[src/rtl/mem_rdstream.sv]
// mem_rdstream: burst read engine for a fixed-latency memory port.
// Issues sequential reads under a credit limit and streams the words
// out through a small FIFO as a valid/ready stream with a last marker.
//
// Ports:
//   rclk, rst_n        clock, async active-low reset
//   start, base, len   burst command (len=0 completes with no reads)
//   busy, done         burst in progress / one-cycle completion pulse
//   clrrdy             memory ready; no reads are issued while low
//   memre, memra       memory read enable and address
//   memdo              read data, valid G_LATENCY cycles after memre
//   dout_vld, dout_rdy stream handshake
//   dout, dout_last    stream data and final-word flag

module mem_rdstream #(
  parameter int G_RDADDR     = 10,
  parameter int G_RDWIDTH    = 16,
  parameter int G_LATENCY    = 3,
  parameter int G_FIFO_DEPTH = 4,
  parameter int G_CNTW       = G_RDADDR + 1
) (
  input  logic                 rclk,
  input  logic                 rst_n,
  input  logic                 start,
  input  logic [G_RDADDR-1:0]  base,
  input  logic [G_CNTW-1:0]    len,
  output logic                 busy,
  output logic                 done,
  input  logic                 clrrdy,
  output logic                 memre,
  output logic [G_RDADDR-1:0]  memra,
  input  logic [G_RDWIDTH-1:0] memdo,
  output logic                 dout_vld,
  input  logic                 dout_rdy,
  output logic [G_RDWIDTH-1:0] dout,
  output logic                 dout_last
);

  localparam int PW = $clog2(G_FIFO_DEPTH);
  localparam int UW = $clog2(G_FIFO_DEPTH + 1);

  localparam logic [1:0] S_IDLE    = 2'd0;
  localparam logic [1:0] S_WAITCLR = 2'd1;
  localparam logic [1:0] S_RUN     = 2'd2;
  localparam logic [1:0] S_DRAIN   = 2'd3;

  logic [1:0] state;
  logic       st_idle;
  logic       st_wait;
  logic       st_run;
  logic       st_drain;

  logic [G_RDADDR-1:0] addr_q;
  logic [G_CNTW-1:0]   left_q;
  logic [UW-1:0]       used_q;

  logic [G_LATENCY-1:0] pv_q;
  logic [G_LATENCY-1:0] pl_q;

  logic [G_RDWIDTH-1:0]    fd_q [G_FIFO_DEPTH];
  logic [G_FIFO_DEPTH-1:0] fl_q;
  logic [PW-1:0]           wp_q;
  logic [PW-1:0]           rp_q;
  logic [UW-1:0]           cnt_q;

  logic pop;
  logic push;
  logic push_last;
  logic credit_ok;
  logic issue;
  logic last_iss;
  logic fin;

  function automatic logic [PW-1:0] nxt(
    input logic [PW-1:0] p
  );
    if (p == PW'(G_FIFO_DEPTH - 1))
      return '0;
    return p + PW'(1);
  endfunction

  assign st_idle  = (state == S_IDLE);
  assign st_wait  = (state == S_WAITCLR);
  assign st_run   = (state == S_RUN);
  assign st_drain = (state == S_DRAIN);

  assign dout_vld  = (cnt_q != '0);
  assign dout      = fd_q[rp_q];
  assign dout_last = dout_vld & fl_q[rp_q];
  assign pop       = dout_vld & dout_rdy;

  // used_q counts reads in flight plus words held in the FIFO.
  // A pop in this cycle frees its slot for an issue in this cycle.
  assign credit_ok = (used_q < UW'(G_FIFO_DEPTH)) | pop;

  assign issue = st_run & clrrdy
               & (left_q != '0) & credit_ok;
  assign last_iss = issue & (left_q == G_CNTW'(1));

  assign memre = issue;
  assign memra = addr_q;

  assign push      = pv_q[G_LATENCY-1];
  assign push_last = pl_q[G_LATENCY-1];

  assign fin = st_drain & pop & dout_last;

  always_ff @(posedge rclk or negedge rst_n) begin
    if (!rst_n) begin
      state  <= S_IDLE;
      busy   <= 1'b0;
      done   <= 1'b0;
      addr_q <= '0;
      left_q <= '0;
    end else begin
      done <= 1'b0;
      unique case (1'b1)
        st_idle: begin
          if (start) begin
            if (len != '0) begin
              addr_q <= base;
              left_q <= len;
              busy   <= 1'b1;
              state  <= S_WAITCLR;
            end else begin
              done <= 1'b1;
            end
          end
        end
        st_wait: begin
          if (clrrdy)
            state <= S_RUN;
        end
        st_run: begin
          if (issue) begin
            addr_q <= addr_q + G_RDADDR'(1);
            left_q <= left_q - G_CNTW'(1);
            if (last_iss)
              state <= S_DRAIN;
          end
        end
        st_drain: begin
          if (fin) begin
            done  <= 1'b1;
            busy  <= 1'b0;
            state <= S_IDLE;
          end
        end
        default: ;
      endcase
    end
  end

  // Shift left so bit 0 is the newest read; the MSB lines up with
  // the cycle its data is on memdo.
  always_ff @(posedge rclk or negedge rst_n) begin
    if (!rst_n) begin
      pv_q   <= '0;
      pl_q   <= '0;
      used_q <= '0;
    end else begin
      pv_q   <= (pv_q << 1) | G_LATENCY'(issue);
      pl_q   <= (pl_q << 1) | G_LATENCY'(last_iss);
      used_q <= used_q + UW'(issue) - UW'(pop);
    end
  end

  always_ff @(posedge rclk or negedge rst_n) begin
    if (!rst_n) begin
      for (int i = 0; i < G_FIFO_DEPTH; i++)
        fd_q[i] <= '0;
      fl_q  <= '0;
      wp_q  <= '0;
      rp_q  <= '0;
      cnt_q <= '0;
    end else begin
      if (push) begin
        fd_q[wp_q] <= memdo;
        fl_q[wp_q] <= push_last;
        wp_q       <= nxt(wp_q);
      end
      if (pop)
        rp_q <= nxt(rp_q);
      cnt_q <= cnt_q + UW'(push) - UW'(pop);
    end
  end

`ifndef SYNTHESIS
  a_no_overflow: assert property (
    @(posedge rclk) disable iff (!rst_n)
    !(push && !pop && cnt_q == UW'(G_FIFO_DEPTH))
  );
`endif

endmodule

[config.mk]
export PLATFORM = sky130hd
export DESIGN_NAME = mem_rdstream
export DESIGN_NICKNAME = d
export VERILOG_FILES = /design/src/rtl/mem_rdstream.sv
export SDC_FILE = /design/constraint.sdc
export NUM_CORES = 1
export LEC_CHECK = 0
export CAP_MARGIN = 20
export CORE_ASPECT_RATIO = 1.75
export CORE_UTILIZATION = 59
export DETAILED_ROUTE_END_ITERATION = 8
export GPL_TIMING_DRIVEN = 0
export PLACE_DENSITY = 0.92
export SYNTH_ARGS = -nofsm -noshare
export SYNTH_HDL_FRONTEND = slang
export SYNTH_SLANG_ARGS = --single-unit
[constraint.sdc]
create_clock -name rclk -period 4.8 [get_ports rclk]
set_input_delay 0.96 -clock rclk [delete_from_list [all_inputs] [get_ports rclk]]
set_output_delay 0.96 -clock rclk [all_outputs]
set_load 0.005 [all_outputs]
==> impl_metrics.json <==
{
  "end_kind": "output port",
  "required_ps": 3840,
  "worst_r2r_endpoint": "left_q[8]$_DFFE_PN0P_",
  "min_period_over_period_pct": 79.5,
  "drtPass1Iterations": 4,
  "ys_seq_area_share_pct": 52.0,
  "syn_nets": 477,
  "nets": 561,
  "die_w_um": 73.3,
  "wl_um": 11300,
  "ys_warn_count": 0,
  "portBuffers": 72,
  "cts_setup_buffers": 0,
  "pwr-share-comb_pct": 44.5,
  "final_common_cell": "dfrtp_1",
  "grt_pass1_vias": 3833,
  "numCtsBuffers": 9,
  "cts_root_buf": "clkbuf_16",
  "worstSkewPairLatency_ps": 340,
  "synth.avg_cell_area_um2": 12.6,
  "start_kind": "input pin",
  "post-place-cells": 606,
  "io_pins": 73,
  "seqPwrFrac_pct": 39.2,
  "final_cell_mix": "dfrtp_1, mux2_2, clkdlybuf4s50_1, nand2_1",
  "min_from": "pv_q[0]$_DFF_PN0_",
  "drv_cap": 0,
  "clock_skew_ps": 8.07,
  "dp_hpwl_um": 8000,
  "antenna_found_initial": 0,
  "core_um2": 8670,
  "p_total_uw": 4170,
  "netlist_area_um2": 5250,
  "track_usage_pct": 26.4,
  "cts-resized-gates": 0,
  "clkPwrFrac_pct": 16.3,
  "drt_iter0_markers": 254,
  "holdPathEnd": "pv_q[1]$_DFF_PN0_",
  "hold_class": "flip-flop to flip-flop",
  "synth-async-reset-ratio_pct": 100,
  "path_clk_slew_ps": 70,
  "rows": 45,
  "whs_path_depth": 0,
  "vias": 3665,
  "initial_core_util_pct": 60.5,
  "htree_levels": 3,
  "synthCells": 416,
  "area_growth_syn_to_layout_pct": 22.1,
  "synth_edf_count": 0,
  "drc_errors": 0,
  "drt-wirelength-per-cell_um": 18.2,
  "hold_violations": 0,
  "tightest_slew_ps": 888,
  "cts.sinks": 109,
  "diodes": 0,
  "r2r_slack_ps": 1920,
  "rsz0062_at_grt": "false",
  "status": "finished, final reports clean",
  "synth-main-ff-cell": "dfrtp_1",
  "crit_path_max_fanout": 4,
  "r2r_cells": 9,
  "min_period_ps": 3820,
  "gp_congestion": 0.919,
  "p_int_uw": 2800,
  "netSwitchingPower_uw": 1370,
  "grt-ovfl-total": 0,
  "maxSlewViolCount": 0,
  "max_slew_margin_pct": 40.3,
  "clockBufferDepth": 2,
  "cts_tree": "yes",
  "irDropWorstVdd_mv": 0.306,
  "worstPathArrival_ps": 2860,
  "swShare_pct": 32.9,
  "instances_no_fill": 620,
  "grt_start_max_net_pins": 71,
  "final-setup-viol-count": 0,
  "cts_hold_buf": 0,
  "grt_pass1_wl_um": 18600,
  "synth.distinct_cells": 48,
  "leakagePower_uw": 0.00265,
  "regToRegStartpoint": "left_q[0]$_DFFE_PN0P_",
  "die_area_um2": 9290,
  "setup_slack_ps": 983,
  "p_per_area_nw_per_um2": 651,
  "path_class": "input pin to output port",
  "die_h_um": 127,
  "ys_ff_latch": 109,
  "drive_above_1_share_pct": 21.3,
  "pre_cts_ws_ps": 1020,
  "fmax_ghz": 0.262,
  "final_util_pct": 73.9,
  "ant_nets": 0,
  "fin_setup_tns_ps": 0,
  "vias_per_cell": 5.91
}
[area by class of cell]
class | count | area, um2
Clock inverter | 1 | 7.51
Timing Repair Buffer | 73 | 746
Fill cell | 614 | 2260
Buffer | 19 | 81.3
Inverter | 20 | 75.1
Clock buffer | 13 | 260
Tap cell | 117 | 146
Sequential cell | 109 | 2730
Multi-Input combinational cell | 268 | 2360
[routing by layer]
layer  global-route usage, %  vias up  wire [um]
met5                       0        -          0
met4                    10.4        0        218
met1                    31.1     1841       4370
met2                    46.6      109       6280
li1                        -     1694          -
met3                    4.92       21        423
[cells in the mapped netlist (6+ instances only)]
cell type	number	area (um2)
inv_1	20	75.1
ha_1	17	213
dfrtp_1	109	2730
mux4_2	17	383
clkbuf_1	14	52.6
a21oi_1	16	80.1
nor3_1	7	35.0
nand3_1	11	55.1
mux2_2	71	800
a311oi_1	6	52.6
nor2_1	19	71.3
nor4_1	6	37.5
o21ai_0	20	100
nand2_1	22	82.6
[power by group through the flow]
stage                     clock network, uW  logic (uW)  registers (uW)
final                                   679        1860            1640
after global routing                    727        2030            1680
after CTS                               694        1880            1630
after detailed placement                  0        1870            1630
after global placement                    0        1790            1590
after floorplan                           0        1210            1550
[state kept, by name, summed over array words and instances, names as in the netlist, 2 cells and up]
register,count
left_q,11
memra,10
used_q,3
wp_q,2
fl_q,4
fd_q,64
pv_q,3
state,2
rp_q,2
pl_q,3
cnt_q,3
[worst max-delay path, stage by stage]
cell,delay [ps]
clkdlybuf4s50_1,500
nand2_1,70
or3_1,440
nor2_1,310
clkdlybuf4s50_1,580
[worst max path at each step]
stage / startpoint / to / slack, ps
floorplan: left_q[0]$_DFFE_PN0P_ / left_q[8]$_DFFE_PN0P_ / 2140
global placement: rst_n / memra[1]$_DFFE_PN0P_ / -1130
detailed placement: clrrdy / memre / 1020
CTS: clrrdy / memre / 1000
global route: state[0]$_DFFE_PN0P_ / memre / 900
finish: clrrdy / memre / 980
[stage by stage]
stage	hold slack (ps)	instance area, um2
after floorplan	331	5250
after global placement	333	6120
after detailed placement	342	6140
after CTS	349	6410
after global routing	352	6410
final	344	6410
[kinds of logic (layout without fill, tap and decap cells)]
logic type                 Yosys count  in the layout  share of synthesized area [%]
AOI/OAI and AO/OA                   65             65                           7.96
xor gates and xnor gates             4              4                          0.667
adders and majority gates           19             19                           4.82
buffers and inverters               39            126                           2.98
DFF                                109            109                           52.0
muxes                               90             90                           23.0
and+or+nand+nor                     90             90                           8.61
Note: power is estimated with default switching activity, not from simulation.
